===== src/rtl/intcode_io_bank_if.sv =====
// CPU-side bus of the Intcode I/O bank: word address, write/read strobes,
// write data in, and the read data plus its bus-drive enable.
interface intcode_io_bank_if #(
  parameter int WIDTH = 32
);
  logic [31:0]      address_bus;
  logic             ram_write;
  logic             bus_read;
  logic [WIDTH-1:0] data_in;
  logic [WIDTH-1:0] data_out;
  logic             data_oe;

  modport master (
    output address_bus, ram_write, bus_read, data_in,
    input  data_out, data_oe
  );

  modport slave (
    input  address_bus, ram_write, bus_read, data_in,
    output data_out, data_oe
  );
endinterface


===== src/rtl/intcode_io_bank.sv =====
// FIFO-buffered Intcode I/O bank: CHANNELS input/output FIFO pairs mapped
// at BASE_ADDR, four words per channel (input data, output data, status,
// control), with a level interrupt on non-empty input FIFOs.
module intcode_io_bank #(
  parameter int          WIDTH     = 32,
  parameter int          DEPTH     = 8,
  parameter int          CHANNELS  = 2,
  parameter logic [31:0] BASE_ADDR = 32'hFFFF0000
) (
  input  logic                      clock,
  input  logic                      reset,
  intcode_io_bank_if.slave          bus,
  input  logic [CHANNELS*WIDTH-1:0] host_in_data,
  input  logic [CHANNELS-1:0]       host_in_valid,
  output logic [CHANNELS-1:0]       host_in_ready,
  output logic [CHANNELS*WIDTH-1:0] host_out_data,
  output logic [CHANNELS-1:0]       host_out_valid,
  input  logic [CHANNELS-1:0]       host_out_ready,
  output logic                      irq
);

  localparam int PTR_W = $clog2(DEPTH);
  localparam int CNT_W = PTR_W + 1;

  logic [31:0]               offset;
  logic                      mapped;
  logic [1:0]                reg_sel;
  logic [3:0]                chan_sel;
  logic                      data_oe;
  logic [WIDTH-1:0]          rd_data;
  logic [CHANNELS*WIDTH-1:0] rd_flat;
  logic [CHANNELS-1:0]       irq_src;

  // Subtracting the base makes addresses below it wrap to huge offsets,
  // so one unsigned compare covers both ends of the window.
  assign offset   = bus.address_bus - BASE_ADDR;
  assign mapped   = offset < 32'(4 * CHANNELS);
  assign reg_sel  = offset[1:0];
  assign chan_sel = offset[5:2];
  assign data_oe  = mapped && (reg_sel != 2'd1) && !bus.ram_write;

  for (genvar c = 0; c < CHANNELS; c++) begin : g_chan
    logic [WIDTH-1:0] in_mem  [DEPTH];
    logic [WIDTH-1:0] out_mem [DEPTH];
    logic [PTR_W-1:0] in_rd, in_wr, out_rd, out_wr;
    logic [CNT_W-1:0] in_cnt, out_cnt;
    logic             in_uf, out_of, irq_en;
    logic             sel, ctrl_wr, flush_in, flush_out, clr_err;
    logic             in_empty, in_full, out_empty, out_full;
    logic             rd_req, wr_req, in_push, in_pop, out_push, out_pop;
    logic [23:0]      status;
    logic [WIDTH-1:0] in_head, word;

    assign sel       = mapped && (chan_sel == 4'(c));
    assign ctrl_wr   = sel && (reg_sel == 2'd3) && bus.ram_write;
    assign flush_in  = ctrl_wr && bus.data_in[0];
    assign flush_out = ctrl_wr && bus.data_in[1];
    assign clr_err   = ctrl_wr && bus.data_in[2];

    assign in_empty  = (in_cnt == '0);
    assign in_full   = (in_cnt == CNT_W'(DEPTH));
    assign out_empty = (out_cnt == '0);
    assign out_full  = (out_cnt == CNT_W'(DEPTH));

    // Push/pop qualifiers look only at registered counts: a full FIFO
    // never accepts a push and an empty one never pops, even if the
    // opposite operation happens in the same cycle.
    assign rd_req   = sel && (reg_sel == 2'd0) && bus.bus_read && !bus.ram_write;
    assign wr_req   = sel && (reg_sel == 2'd1) && bus.ram_write;
    assign in_push  = host_in_valid[c] && !in_full;
    assign in_pop   = rd_req && !in_empty;
    assign out_push = wr_req && !out_full;
    assign out_pop  = host_out_ready[c] && !out_empty;

    // Storage needs no reset; empty FIFOs never expose it.
    always_ff @(posedge clock) begin
      if (in_push)  in_mem[in_wr]   <= host_in_data[c*WIDTH +: WIDTH];
      if (out_push) out_mem[out_wr] <= bus.data_in;
    end

    // Pointers, counts, sticky errors and irq enable; flush beats any
    // same-cycle push or pop, a new error beats a same-cycle clear.
    always_ff @(posedge clock or negedge reset) begin
      if (!reset) begin
        in_rd   <= '0;
        in_wr   <= '0;
        in_cnt  <= '0;
        out_rd  <= '0;
        out_wr  <= '0;
        out_cnt <= '0;
        in_uf   <= 1'b0;
        out_of  <= 1'b0;
        irq_en  <= 1'b0;
      end else begin
        if (flush_in) begin
          in_rd  <= '0;
          in_wr  <= '0;
          in_cnt <= '0;
        end else begin
          if (in_push) in_wr <= in_wr + PTR_W'(1);
          if (in_pop)  in_rd <= in_rd + PTR_W'(1);
          in_cnt <= in_cnt + CNT_W'(in_push) - CNT_W'(in_pop);
        end
        if (flush_out) begin
          out_rd  <= '0;
          out_wr  <= '0;
          out_cnt <= '0;
        end else begin
          if (out_push) out_wr <= out_wr + PTR_W'(1);
          if (out_pop)  out_rd <= out_rd + PTR_W'(1);
          out_cnt <= out_cnt + CNT_W'(out_push) - CNT_W'(out_pop);
        end
        if (rd_req && in_empty)     in_uf <= 1'b1;
        else if (clr_err)           in_uf <= 1'b0;
        if (wr_req && out_full)     out_of <= 1'b1;
        else if (clr_err)           out_of <= 1'b0;
        if (ctrl_wr)                irq_en <= bus.data_in[3];
      end
    end

    assign status = {8'(out_cnt), 8'(in_cnt), 2'b00, out_of, in_uf,
                     out_full, out_empty, in_full, in_empty};
    assign in_head = in_empty ? '0 : in_mem[in_rd];

    // Per-channel read word, zero unless this channel is addressed.
    always_comb begin
      word = '0;
      if (sel) begin
        case (reg_sel)
          2'd0:    word = in_head;
          2'd2:    word = WIDTH'(status);
          2'd3:    word = WIDTH'({irq_en, 3'b000});
          default: word = '0;
        endcase
      end
    end

    assign rd_flat[c*WIDTH +: WIDTH]       = word;
    assign host_in_ready[c]                = !in_full;
    assign host_out_valid[c]               = !out_empty;
    assign host_out_data[c*WIDTH +: WIDTH] = out_empty ? '0 : out_mem[out_rd];
    assign irq_src[c]                      = irq_en && !in_empty;
  end

  // Only the addressed channel contributes a non-zero word, so OR-merge.
  always_comb begin
    rd_data = '0;
    for (int c = 0; c < CHANNELS; c++) rd_data = rd_data | rd_flat[c*WIDTH +: WIDTH];
  end

  assign bus.data_out = data_oe ? rd_data : '0;
  assign bus.data_oe  = data_oe;

  // Interrupt is a registered view of the enabled non-empty inputs.
  always_ff @(posedge clock or negedge reset) begin
    if (!reset) irq <= 1'b0;
    else        irq <= |irq_src;
  end

endmodule

===== src/flat_wrapper.sv =====
// flat-port wrapper written by rule: the top's interface ports become plain ports
module intcode_io_bank_flat 
#(
  parameter int          WIDTH     = 32,
  parameter int          DEPTH     = 8,
  parameter int          CHANNELS  = 2,
  parameter logic [31:0] BASE_ADDR = 32'hFFFF0000
)
  (clock, reset, host_in_data, host_in_valid, host_in_ready, host_out_data, host_out_valid, host_out_ready, irq, bus_address_bus, bus_ram_write, bus_bus_read, bus_data_in, bus_data_out, bus_data_oe);
  intcode_io_bank_if #(.WIDTH(WIDTH)) bus_i ();
  input  logic clock;
  input  logic reset;
  input  logic [CHANNELS*WIDTH-1:0] host_in_data;
  input  logic [CHANNELS-1:0] host_in_valid;
  output logic [CHANNELS-1:0] host_in_ready;
  output logic [CHANNELS*WIDTH-1:0] host_out_data;
  output logic [CHANNELS-1:0] host_out_valid;
  input  logic [CHANNELS-1:0] host_out_ready;
  output logic irq;
  input wire logic [$bits(bus_i.address_bus)-1:0] bus_address_bus;
  input wire logic [$bits(bus_i.ram_write)-1:0] bus_ram_write;
  input wire logic [$bits(bus_i.bus_read)-1:0] bus_bus_read;
  input wire logic [$bits(bus_i.data_in)-1:0] bus_data_in;
  output wire logic [$bits(bus_i.data_out)-1:0] bus_data_out;
  output wire logic [$bits(bus_i.data_oe)-1:0] bus_data_oe;
  assign bus_i.address_bus = bus_address_bus;
  assign bus_i.ram_write = bus_ram_write;
  assign bus_i.bus_read = bus_bus_read;
  assign bus_i.data_in = bus_data_in;
  assign bus_data_out = bus_i.data_out;
  assign bus_data_oe = bus_i.data_oe;
  intcode_io_bank #(.WIDTH(WIDTH), .DEPTH(DEPTH), .CHANNELS(CHANNELS), .BASE_ADDR(BASE_ADDR)) u_core (.clock(clock), .reset(reset), .bus(bus_i), .host_in_data(host_in_data), .host_in_valid(host_in_valid), .host_in_ready(host_in_ready), .host_out_data(host_out_data), .host_out_valid(host_out_valid), .host_out_ready(host_out_ready), .irq(irq));
endmodule

===== config.mk =====
export PLATFORM = sky130hd
export DESIGN_NAME = intcode_io_bank_flat
export DESIGN_NICKNAME = d
export VERILOG_FILES = /design/src/rtl/intcode_io_bank_if.sv /design/src/rtl/intcode_io_bank.sv /design/src/flat_wrapper.sv
export SDC_FILE = /design/constraint.sdc
export NUM_CORES = 1
export LEC_CHECK = 0
export ABC_AREA = 1
export BUFFER_PORTS_ARGS = -buffer_cell sky130_fd_sc_hd__buf_2
export CORE_AREA = 2 2 231 324
export CTS_BUF_LIST = sky130_fd_sc_hd__clkbuf_4 sky130_fd_sc_hd__clkbuf_8
export DETAILED_ROUTE_END_ITERATION = 10
export DIE_AREA = 0 0 233 326
export GPL_TIMING_DRIVEN = 0
export PLACE_DENSITY = 0.78
export SYNTH_ARGS = -nofsm -noshare
export SYNTH_HDL_FRONTEND = slang
export SYNTH_SLANG_ARGS = --single-unit

===== constraint.sdc =====
create_clock -name clock -period 3.7 [get_ports clock]
set_input_delay 0.37 -clock clock [delete_from_list [all_inputs] [get_ports clock]]
set_output_delay 0.37 -clock clock [all_outputs]
set_load 0.005 [all_outputs]

==> impl_metrics.json <==
{
  "dieArea_um2": 76000,
  "fin_tns_setup_ns": -0.0459,
  "area_growth_pct": 18.0,
  "rsz0062_at_grt": "yes",
  "worstPathMaxFanout": 10,
  "drv_slew": 0,
  "coreArea_um2": 73400,
  "hold_violations": 0,
  "drive_gt1_frac": 0.165,
  "syn_nets": 3643,
  "stdcell_area_um2": 51100,
  "grt_pass1_wl_um": 176000,
  "via_count": 31100,
  "cts_max_path_buffers": 3,
  "fin_skew_ns": 0.0367,
  "clock_latency_ns": 0.83,
  "worst_pin_slew_ns": 1.19,
  "gp_congestion": 0.886,
  "path_clk_slew_ns": 0.07,
  "rows": 118,
  "finish.net_count": 4167,
  "p_leak_nw": 17.8,
  "root_buffer": "clkbuf_8",
  "crit_type": "register to primary output",
  "htreeDepth": 4,
  "p_int_mw": 22.0,
  "grt_max_degree": 48,
  "drc": 0,
  "gr-total-overflow": 0,
  "ys_warn_count": 0,
  "seqPwrFrac": 0.449,
  "violations": "setup timing",
  "synth_ff_type": "edfxtp_1",
  "dpl_cell_area_um2": 46700,
  "synth_top_area_share": 0.709,
  "grt_pass1_vias": 30600,
  "synth_top_area_cell": "edfxtp_1",
  "viasPerCell": 6.11,
  "period_share": 1.01,
  "num-fill-cells": 4825,
  "ys_seq_area_frac": 0.736,
  "port_buffers": 237,
  "routed_wl_um": 121000,
  "clock_power_share": 0.295,
  "holdWs_ns": 0.0398,
  "ys_top_cells_by_count": "1024 x edfxtp_1, 813 x nor2_1, 623 x o21ai_0, 182 x clkbuf_1, 133 x nand2_1",
  "syn_inst": 3471,
  "cts_sinks": 1071,
  "post_cts.repair.setup_buffers": 0,
  "worstSetupEndpointType": "primary output",
  "die_w_um": 233,
  "combPwrFrac": 0.256,
  "max_slew_margin": 0.209,
  "ys_async_sr_fraction": 0.0439,
  "wl_per_cell_um": 23.8,
  "ys_seq_elements": 1071,
  "switching_share": 0.322,
  "netlist_area_um2": 43400,
  "cts_tree": "built",
  "power.net_switching_mw": 10.4,
  "avgSynthCellArea_um2": 12.5,
  "path_buf_inv": 4,
  "worst_setup_path_start_kind": "register",
  "seqCellArea_um2": 31900,
  "synth_cell_types": 39,
  "cp_top_family": "compound AO/OA/AOI/OAI gates",
  "p_per_area_nw_per_um2": 635,
  "worst_path_max_delay_cell": "dfrtp_2",
  "cpPeakStageDelay_ns": 0.46,
  "antenna_found_initial": 9,
  "ir_drop_uv": 529,
  "synth.area.top_cells": "edfxtp_1 71%, o21ai_0 7.2%, nor2_1 7.0%, dfrtp_1 2.7%, o22ai_1 1.7%",
  "die_height_um": 326,
  "setup_slack_ns": -0.0288,
  "start_util": 0.591,
  "first_iter_violations": 3634,
  "worstPathArrival_ns": 3.36,
  "numCtsBuffers": 153,
  "place_ws_ns": 0.185,
  "dp_hpwl_um": 79500,
  "fmax_mhz": 268,
  "cp.required_ns": 3.33,
  "ioPinCount": 238,
  "multiInputGateArea_um2": 10600,
  "drtPass1Iterations": 5,
  "hold_path_class": "input port to register",
  "grt_use_total": 0.316,
  "detail-route-antenna-nets": 0,
  "maxCapViolCount": 0,
  "yosysMostFrequentCell": "edfxtp_1",
  "setup_violations": 2,
  "synth_enable_flop_cells": 1024,
  "min_period_ns": 3.73,
  "crit_chain": "inv_1 > clkbuf_2 > clkbuf_4 > nor2_1 > o22ai_1 > o211ai_1 > o21ai_1 > nand2_1 > a21oi_1 > buf_2",
  "status": "finished, violations left"
}
[timing repair]
item,in CTS,in global routing
setup endpoints to repair,65,41
resized for setup,71,82
endpoints found under the hold margin,1022,0
hold buffers,100,0
[flip-flops by register name, summed over array words and instances, names as in the netlist]
name                   count
u_core.g_chan.in_cnt       8
u_core.g_chan.in_mem     512
u_core.g_chan.in_rd        6
u_core.g_chan.in_uf        2
u_core.g_chan.in_wr        6
u_core.g_chan.irq_en       2
u_core.g_chan.out_cnt      8
u_core.g_chan.out_mem    512
u_core.g_chan.out_of       2
u_core.g_chan.out_rd       6
u_core.g_chan.out_wr       6
u_core.irq                 1
[layout by cell type, fill, tap and decap left out, types with 11 or more instances in the layout]
cell type | netlist | final
bufinv_16 | 0 | 11
inv_1 | 93 | 93
nor2_4 | 3 | 36
clkbuf_1 | 182 | 119
dlygate4sd3_1 | 0 | 100
nor2_1 | 813 | 779
buf_2 | 13 | 258
clkbuf_2 | 0 | 48
o221ai_1 | 40 | 40
nand2_1 | 133 | 133
buf_16 | 0 | 17
ha_1 | 32 | 32
o21ai_0 | 623 | 623
buf_12 | 0 | 15
a31oi_2 | 0 | 14
clkbuf_8 | 0 | 156
nand3_1 | 90 | 89
o211ai_1 | 18 | 18
dfrtp_1 | 47 | 46
o21ai_1 | 12 | 12
xor2_1 | 13 | 13
a21oi_1 | 40 | 34
clkinv_2 | 0 | 23
o22ai_1 | 119 | 119
clkinv_1 | 4 | 40
a31oi_1 | 100 | 86
clkbuf_4 | 0 | 53
edfxtp_1 | 1024 | 1024
[final timing paths]
| kind | from | endpoint | slack [ns] | depth (start not counted) |
|---|---|---|---|---|
| max | u_core.g_chan[0].in_rd[0] | bus_data_out[2] | -0.03 | 10 |
| min in group asynchronous | reset | u_core.g_chan[0].in_rd[1] | 0.37 | 2 |
| max in group asynchronous | reset | u_core.g_chan[0].in_rd[0] | 2.55 | 2 |
| min | bus_data_in[0] | u_core.g_chan[0].in_wr[2] | 0.04 | 2 |
| max reg2reg | u_core.g_chan[1].out_cnt[2] | u_core.g_chan[1].out_cnt[2] | 0.96 | 11 |
| min reg2reg | u_core.g_chan[1].out_wr[0] | u_core.g_chan[1].out_wr[0] | 0.53 | 2 |
[power groups by stage]
stage / clock network [mW] / logic, mW / registers [mW]
6_report: 9.57 / 8.32 / 14.6
5_1_grt: 10.0 / 9.04 / 14.6
4_1_cts: 9.56 / 8.22 / 14.6
3_5_place_dp: 0 / 8.06 / 14.8
3_3_place_gp: 0 / 7.53 / 14.9
2_1_floorplan: 0 / 4.55 / 14.8
[kinds of logic (layout without fill, tap and decap cells)]
kind of cell / count (synthesis) / after routing / share of synthesized area
other cells: 0 / 9 / 0
fa+ha+maj: 36 / 36 / 0.0111
xor+xnor: 17 / 17 / 0.00343
flops: 1071 / 1071 / 0.736
simple gates: 1073 / 1073 / 0.0996
buf+inv: 320 / 964 / 0.0284
compound gates: 954 / 954 / 0.121
[routing by layer]
metal | GRT usage | wire length (um) | part of all wire
met2 | 0.536 | 61100 | 0.50
met3 | 0.0500 | 10700 | 0.088
met1 | 0.365 | 41300 | 0.34
met5 | 0 | 13 | 0.00011
met4 | 0.222 | 8080 | 0.067
[per-stage QoR]
stage	instances	utilization	power, mW
floorplan	3471	-	19.3
global placement	4668	0.623	22.4
detailed placement	4700	0.637	22.9
CTS	5075	0.695	32.3
global route	5078	0.697	33.7
finish	5084	0.697	32.5
[final cells by class]
| cell class | count | area share |
|---|---|---|
| antenna | 9 | 0.000440 |
| buffer | 216 | 0.0192 |
| clock buffer | 194 | 0.0476 |
| clock inverter | 81 | 0.0131 |
| inverter | 104 | 0.00763 |
| multi-input combinational | 2080 | 0.207 |
| sequential | 1071 | 0.624 |
| tap | 960 | 0.0235 |
| timing repair buffer | 369 | 0.0578 |
No activity file was read; power rests on OpenSTA's default activity.
